<file path="src/rtl/sync_block_pkg.sv">
// Shared types and parameter defaults for the opto input conditioner.
// Holds the filter FSM state encoding used by the top and the bench.
package sync_block_pkg;

  localparam int SYNC_STAGES_DEF = 2;
  localparam int FILTER_LEN_DEF  = 16;
  localparam int HOLDOFF_LEN_DEF = 1000;
  localparam int INVERT_DEF      = 0;

  typedef enum logic [1:0] {
    LOW       = 2'd0,
    QUAL_HIGH = 2'd1,
    HIGH      = 2'd2,
    QUAL_LOW  = 2'd3
  } filt_state_t;

endpackage

</file>
<file path="src/rtl/sync_ff.sv">
// Multi-flop synchroniser for an asynchronous single-bit input.
// Resets every stage to 0.
module sync_ff #(
  parameter int DEPTH = 2
) (
  input  logic clock,
  input  logic reset,
  input  logic d,
  output logic q
);

  logic [DEPTH-1:0] r;

  // shift chain; last stage is the synchronised output
  always_ff @(posedge clock) begin
    if (reset) r <= '0;
    else       r <= {r[DEPTH-2:0], d};
  end

  assign q = r[DEPTH-1];

endmodule

</file>
<file path="src/rtl/opto_input_conditioner.sv">
// Opto-coupler input conditioner: sync, glitch filter, edge pulse,
// holdoff with sticky overrun, and an emitted-edge counter.
module opto_input_conditioner
  import sync_block_pkg::*;
#(
  parameter int SYNC_STAGES = SYNC_STAGES_DEF,
  parameter int FILTER_LEN  = FILTER_LEN_DEF,
  parameter int HOLDOFF_LEN = HOLDOFF_LEN_DEF,
  parameter int INVERT      = INVERT_DEF
) (
  input  logic        clock,
  input  logic        reset,
  input  logic        opto_in,
  input  logic        enable,
  input  logic        clear_overrun,
  output logic        fg_pulse,
  output logic        opto_level,
  output logic [31:0] edge_count,
  output logic        overrun,
  output logic [1:0]  filter_state
);

  localparam int CW = $clog2(FILTER_LEN);
  localparam int HW = (HOLDOFF_LEN < 1) ? 1 : $clog2(HOLDOFF_LEN + 1);

  logic          sync_q;
  logic          s;
  filt_state_t   state, state_n;
  logic [CW-1:0] cnt, cnt_n;
  logic          qual;
  logic [HW-1:0] hold;
  logic          emit;
  logic          supp;

  sync_ff #(
    .DEPTH(SYNC_STAGES)
  ) u_sync (
    .clock(clock),
    .reset(reset),
    .d    (opto_in),
    .q    (sync_q)
  );

  assign s = sync_q ^ (INVERT != 0);

  // filter state and stability counter
  always_ff @(posedge clock) begin
    if (reset) begin
      state <= LOW;
      cnt   <= '0;
    end else begin
      state <= state_n;
      cnt   <= cnt_n;
    end
  end

  // next-state: a level must hold FILTER_LEN cycles to be accepted
  always_comb begin
    state_n = state;
    cnt_n   = cnt;
    qual    = 1'b0;
    unique case (state)
      LOW: begin
        if (s) begin
          state_n = QUAL_HIGH;
          cnt_n   = CW'(1);
        end
      end
      QUAL_HIGH: begin
        if (!s) begin
          state_n = LOW;
          cnt_n   = '0;
        end else if (cnt == CW'(FILTER_LEN - 1)) begin
          state_n = HIGH;
          cnt_n   = '0;
          qual    = 1'b1;
        end else begin
          cnt_n = cnt + CW'(1);
        end
      end
      HIGH: begin
        if (!s) begin
          state_n = QUAL_LOW;
          cnt_n   = CW'(1);
        end
      end
      QUAL_LOW: begin
        if (s) begin
          state_n = HIGH;
          cnt_n   = '0;
        end else if (cnt == CW'(FILTER_LEN - 1)) begin
          state_n = LOW;
          cnt_n   = '0;
        end else begin
          cnt_n = cnt + CW'(1);
        end
      end
      default: begin
        state_n = LOW;
        cnt_n   = '0;
      end
    endcase
  end

  assign emit = qual & enable & (hold == '0);
  assign supp = qual & enable & (hold != '0);

  // pulse, counter, holdoff and sticky overrun
  always_ff @(posedge clock) begin
    if (reset) begin
      fg_pulse   <= 1'b0;
      opto_level <= 1'b0;
      edge_count <= '0;
      hold       <= '0;
      overrun    <= 1'b0;
    end else begin
      fg_pulse   <= emit;
      opto_level <= (state_n == HIGH) || (state_n == QUAL_LOW);
      if (emit) begin
        edge_count <= edge_count + 32'd1;
        hold       <= HW'(HOLDOFF_LEN);
      end else if (!supp && hold != '0) begin
        hold <= hold - HW'(1);
      end
      if (supp)               overrun <= 1'b1;
      else if (clear_overrun) overrun <= 1'b0;
    end
  end

  assign filter_state = state;

endmodule

</file>
<file path="config.mk">
export PLATFORM = sky130hd
export DESIGN_NAME = opto_input_conditioner
export DESIGN_NICKNAME = d
export VERILOG_FILES = /design/src/rtl/sync_block_pkg.sv /design/src/rtl/sync_ff.sv /design/src/rtl/opto_input_conditioner.sv
export SDC_FILE = /design/constraint.sdc
export NUM_CORES = 1
export LEC_CHECK = 0
export CAP_MARGIN = 20
export CORE_MARGIN = 2
export CORE_UTILIZATION = 59
export CTS_BUF_LIST = sky130_fd_sc_hd__clkbuf_8
export CTS_CLUSTER_SIZE = 8
export DETAILED_ROUTE_END_ITERATION = 8
export PLACE_DENSITY = 0.87
export SLEW_MARGIN = 15
export SYNTH_ARGS = -nofsm -noshare
export SYNTH_HDL_FRONTEND = slang
export SYNTH_HIERARCHICAL = 1
export SYNTH_SLANG_ARGS = --single-unit
</file>
<file path="constraint.sdc">
create_clock -name clock -period 5.3 [get_ports clock]
set_clock_uncertainty 0.15 [all_clocks]
set_input_delay 1.06 -clock clock [delete_from_list [all_inputs] [get_ports clock]]
set_output_delay 1.06 -clock clock [all_outputs]
set_load 0.01 [all_outputs]
</file>
; Yosys cells after proc, flatten, opt, wreduce, memory -nomap -nowiden
; Cells that the tools add are included.
[word_totals]
reg_bits = 53
wordCells = 53
[classes]
eq_ne = 8
n_addsub = 3
n_mux = 20
reduce_logical = 10
bitwise = 3
[op_table]
columns = cell, count
row1 = adder 32 x 1 -> 32 bit (second input constant), 1
row2 = 2-to-1 mux 10 bit, 2
row3 = 2-to-1 mux 4 bit, 5
row4 = one-hot mux 4 bit (4 select lines), 1
row5 = 2-to-1 mux 2 bit, 6
row6 = logical NOT 10 bit, 1
row7 = nonzero test 10 bit, 1
row8 = subtractor 10 x 1 -> 10 bit (second input constant), 1
row9 = equality test 2 bit (second input constant), 4
row10 = one-hot mux 2 bit (4 select lines), 1
row11 = 2-to-1 mux 1 bit, 5
row12 = adder 4 x 1 -> 4 bit (second input constant), 1
row13 = equality test 4 bit (second input constant), 1
row14 = nonzero test 2 bit, 2
row15 = bitwise AND 1 bit, 3
row16 = equality test 2 x 1 -> 1 bit (second input constant), 1
row17 = logical NOT 2 bit, 1
row18 = inequality test 2 x 1 -> 1 bit (second input constant), 1
row19 = inequality test 2 bit (second input constant), 1
row20 = AND reduction 2 bit, 1
row21 = OR reduction 2 bit, 1
row22 = logical AND 1 bit, 1
row23 = logical NOT 1 bit, 1
row24 = logical OR 1 bit, 1

; Logic depth before layout (Yosys ltp)
[depth]
depth_word = 10
depth_mapped = 11
depth_no_buf = 10

; Hierarchy
; The synthesis kept the hierarchy.
[modules_own_cells]
columns = mod, cells_each, n_inst, area_each_um2
row1 = opto_input_conditioner, 295, 1, 2524.9
row2 = sync_ff, 4, 1, 52.6

; Worst setup path before layout
; No wires, ideal clock.
[synth_path]
path_kind = input port to flip-flop
from = in enable
to = reg edge_count[14]
stages = 8
t_required_ps = 5080
setup_slack_ps = 2093
setup_time_ps = 70
arrival_ps = 2987
path_buffers = 0
path_cell_list = nand2_1 -> or3_1 -> inv_1 -> ha_1 -> nand4_2 -> or4_4 -> or4_1 -> a21oi_1
[synth_via]
elab_chain_cells = 2
[synth_lines]
columns = item, line_no
row1 = start: declaration, opto_input_conditioner.sv:14  ; input logic enable,
row2 = bitwise AND 1 bit (2 in series), opto_input_conditioner.sv:105  ; assign emit = qual & enable & (hold == '0);
row3 = via emit, opto_input_conditioner.sv:32  ; logic emit;
row4 = end signal: assignment, opto_input_conditioner.sv:120  ; edge_count <= edge_count + 32'd1;
row5 = end: declaration, opto_input_conditioner.sv:18  ; output logic [31:0] edge_count,
; The timed path passes the listed nets, and every way through them passes these cells.
; A chain may end at the register's enable or synchronous reset.

; Worst setup path after layout
; Same ends and word-level chain as after synthesis.

==> summary.txt <==
Global routing
  • First-pass GRT wire length: slightly above 9000 um
  • Largest net degree at the start of global routing: 57
  • GRT overflow: 0
  • Antenna violations before repair: 0
  • Met3 Usage GRT: 0.0519
  • Met2 GRT Util: 0.353
  • GR Util All Layers: 0.227
  • Layer with the highest usage: met2
  • Vias in the first global route: a little over 2000
  • Met1 Use GR: 0.317

STA
  • Tightest Pin Transition: 0.968 ns
  • Period Utilization, post-route: 0.749
  • Final setup fails: 0
  • Fmax: ~250 MHz
  • RSZ-0062 raised after global routing: no
  • Final Hold Fails: 0
  • Setup_tns: 0 ns
  • Max_slew headroom: 0.355
  • Fin. max-slew vios: 0
  • Tmin final: just under 4 ns
  • Final worst slack: roughly 1.3 ns

Placement
  • DP Worst Slack: 1.05 ns
  • Detailed placement HPWL: about 3700 um
  • # port buffers: just over 40
  • Cells after DPL: approximately 380
  • Placer Congestion: about 0.89
  • Placed Area: a little under 0.003 sq mm

Worst setup path
  • Critical path buffers and inverters: 2
  • Req. time, crit path: approximately 5.4 ns
  • Top cell family by delay on the critical path: simple AND/OR/NAND/NOR gates
  • CP endpoint kind: flip-flop
  • Worst-path cell chain: clkdlybuf4s50_1 > nand2_1 > or3_1 > inv_1 > ha_1 > nand4_2 > or4_4 > or4_1 > a21oi_1
  • Worst Path Arrival: between 4 and 5 ns
  • Crit path max fanout: 14
  • Slowest cell on the critical path: or4_4
  • Worst setup SP type: input port
  • Crit Reg-Reg Startpoint: hold[5]
  • CP startpoint: enable
  • Slowest Stage Delay on Critical Path: about 0.64 ns
  • Critical path class: input port to flip-flop

CTS
  • Clock sinks: between 50 and 60
  • Inserted Clock Buffers: 5
  • Clock transition at path regs: ~0.080 ns
  • CTS tree: yes
  • CTS H-tree lvls: 2
  • CTS Buffer Depth: 2
  • Skew-Pair Late Insertion Delay: approximately 0.31 ns
  • Setup Buffers After CTS: 0
  • Post-cts resize count: 0
  • CTS Hold Bufs: 0
  • Clk root buf: clkbuf_8

Detailed routing
  • Drt pass-1 iters: 5
  • Final wirelength: 5610 um
  • DRC violations left: 0
  • Starting DRC count in detailed routing: 232
  • Via density: around 6
  • Post-DRT Antenna Nets: 0
  • Routed WL per cell: ~15 um
  • Vias: 2365

Power
  • Switch share: 0.209
  • Clock power frac: 0.353
  • Comb pwr share: 0.020
  • Seq pwr share: 0.627
  • P_int: roughly 0.51 mW
  • P_leak: ~0.99 nW
  • Peak supply drop: roughly 0.14 mV
  • PwrDens: 208 mW/mm^2
  • P_sw: approximately 0.13 mW

Min path
  • Min-delay src: u_sync/r[0]
  • Worst hold-check path type: flip-flop to flip-flop

Logic synthesis
  • Distinct cells, synth: 42
  • Share of the synthesized area in the top cell type: 0.412
  • Syn avg cell area: around 8.6 sq um
  • Synth Warn #: 6
  • Post-synthesis cell area: 0.00258 sq mm
  • Mapped Cells: 299
  • Top post-synthesis cells by area: dfxtp_1, a21oi_1, nor2_1
  • Post-synthesis sequential area ratio: 0.412
  • Yosys reg bits: 53
  • Post-Syn Nets: approximately 310
  • Post-synth top area cell: dfxtp_1

Outcome
  • Outcome: complete, no violations

Floorplan
  • Die W: 70.1 um
  • Die H: ~70 um
  • Core footprint: 0.00429 sq mm
  • Initial Utilization: 0.600
  • Io pins: 42
  • # rows: 24
  • Die Area: 0.00491 sq mm

Final layout
  • Nets: about 350
  • Layout cell share with drive strength beyond 1: 0.0601
  • Final Util: 0.715
  • Diodes inserted: 0
  • Post-route insts no fill: a little under 400
  • Synth-to-Final Area Change: 19.1%
  • Final instance area: 0.00307 sq mm

Job
  • Maxcap violations: 0
[per-stage QoR]
stage                     hold WS [ns]  power, mW
after global routing             0.319      0.658
after global placement           0.270      0.422
final                            0.296      0.639
after CTS                        0.299      0.643
after floorplan                  0.264      0.418
after detailed placement         0.279      0.422
[cells in the mapped netlist]
cell       instances
and4_1             3
a221oi_1           1
nor2_1            26
nor2b_1            6
nor3b_1            1
o21ai_0           11
mux2_2             3
or3_1              3
a31oi_1            3
nand3_2            1
and3b_1            2
nor4_1             8
or3_2              1
ha_1               7
o21a_1             3
nand4bb_1          1
nor3_1            11
nand4_1            8
o31ai_1           11
o31a_1             2
or2_2              2
o21ba_2            1
clkbuf_1           8
a21oi_1           27
a2111oi_0          1
buf_6              1
buf_4              1
mux2i_1            1
inv_1             10
buf_1              4
or4_4              3
dfxtp_1           53
nand4b_1           3
and3_1             3
or4_1             12
a21o_1             4
xnor2_1            9
and4b_1            1
xor2_1             8
nand3_1           13
nand4_2            2
nand2_1           20
[cell type report]
| class | instances | area [sq um] |
|---|---|---|
| Sequential cell | 53 | 1060 |
| Clock inverter | 1 | 3.75 |
| Inverter | 10 | 37.5 |
| Tap cell | 52 | 65.1 |
| Fill cell | 345 | 1220 |
| Multi-Input combinational cell | 222 | 1420 |
| Timing Repair Buffer | 41 | 405 |
| Clock buffer | 6 | 82.6 |
[placed cells by master (no fill, tap or decap), types with 3 or more instances in the layout]
cell,count
dfxtp_1,53
clkdlybuf4s50_1,40
a21oi_1,27
nor2_1,26
nand2_1,20
nand3_1,13
or4_1,12
inv_1,11
nor3_1,11
o31ai_1,11
o21ai_0,11
xnor2_1,9
nor4_1,8
nand4_1,8
xor2_1,8
ha_1,7
nor2b_1,6
clkbuf_8,6
a21o_1,4
and3_1,3
or3_1,3
nand4b_1,3
and4_1,3
or4_4,3
mux2_2,3
a31oi_1,3
o21a_1,3
[worst reg2reg max path: cells and delay by family, from the launching register on]
kind            cells  cell delay (ns)
fa+ha+maj           1             0.50
compound gates      1             0.15
flops               1             0.36
simple gates        5             2.49
buf+inv             1             0.13
[power by group through the flow]
stage	combinational, mW	sequential (mW)	clock [mW]
floorplan	0.00863	0.409	0
global placement	0.0125	0.410	0
detailed placement	0.0126	0.410	0
CTS	0.0127	0.400	0.230
global route	0.0140	0.401	0.243
finish	0.0127	0.400	0.226
[metal layers]
metal | vias up | share of wire | wire [um]
li1 | 1166 | - | -
met1 | 1101 | 0.45 | 2530
met2 | 85 | 0.47 | 2640
met3 | 13 | 0.063 | 353
met4 | 0 | 0.016 | 88
met5 | - | 0 | 0
[flip-flops by register name, indices dropped and copies added (netlist names)]
name          cells
cnt               4
edge_count       32
fg_pulse          1
filter_state      2
hold             10
opto_level        1
overrun           1
u_sync/r          2
[cells by family (layout without fill, tap and decap cells)]
logic type      count (synthesis)  count (layout)  share of synthesized area
simple gates                  130             130                      0.289
mux                             4               4                     0.0170
xor+xnor                       17              17                     0.0578
fa+ha+maj                       7               7                     0.0340
flops                          53              53                      0.412
buf+inv                        24              58                     0.0393
compound gates                 64              64                      0.151
[path summary, 6_finish.rpt]
path / cells after the start / slack, ns / end
max reg2reg: 8 / 1.43 / edge_count[14]
min reg2reg: 1 / 0.30 / u_sync/r[1]
max: 9 / 1.33 / edge_count[14]
min: 1 / 0.30 / u_sync/r[1]
(Power assumes the default switching activity.)
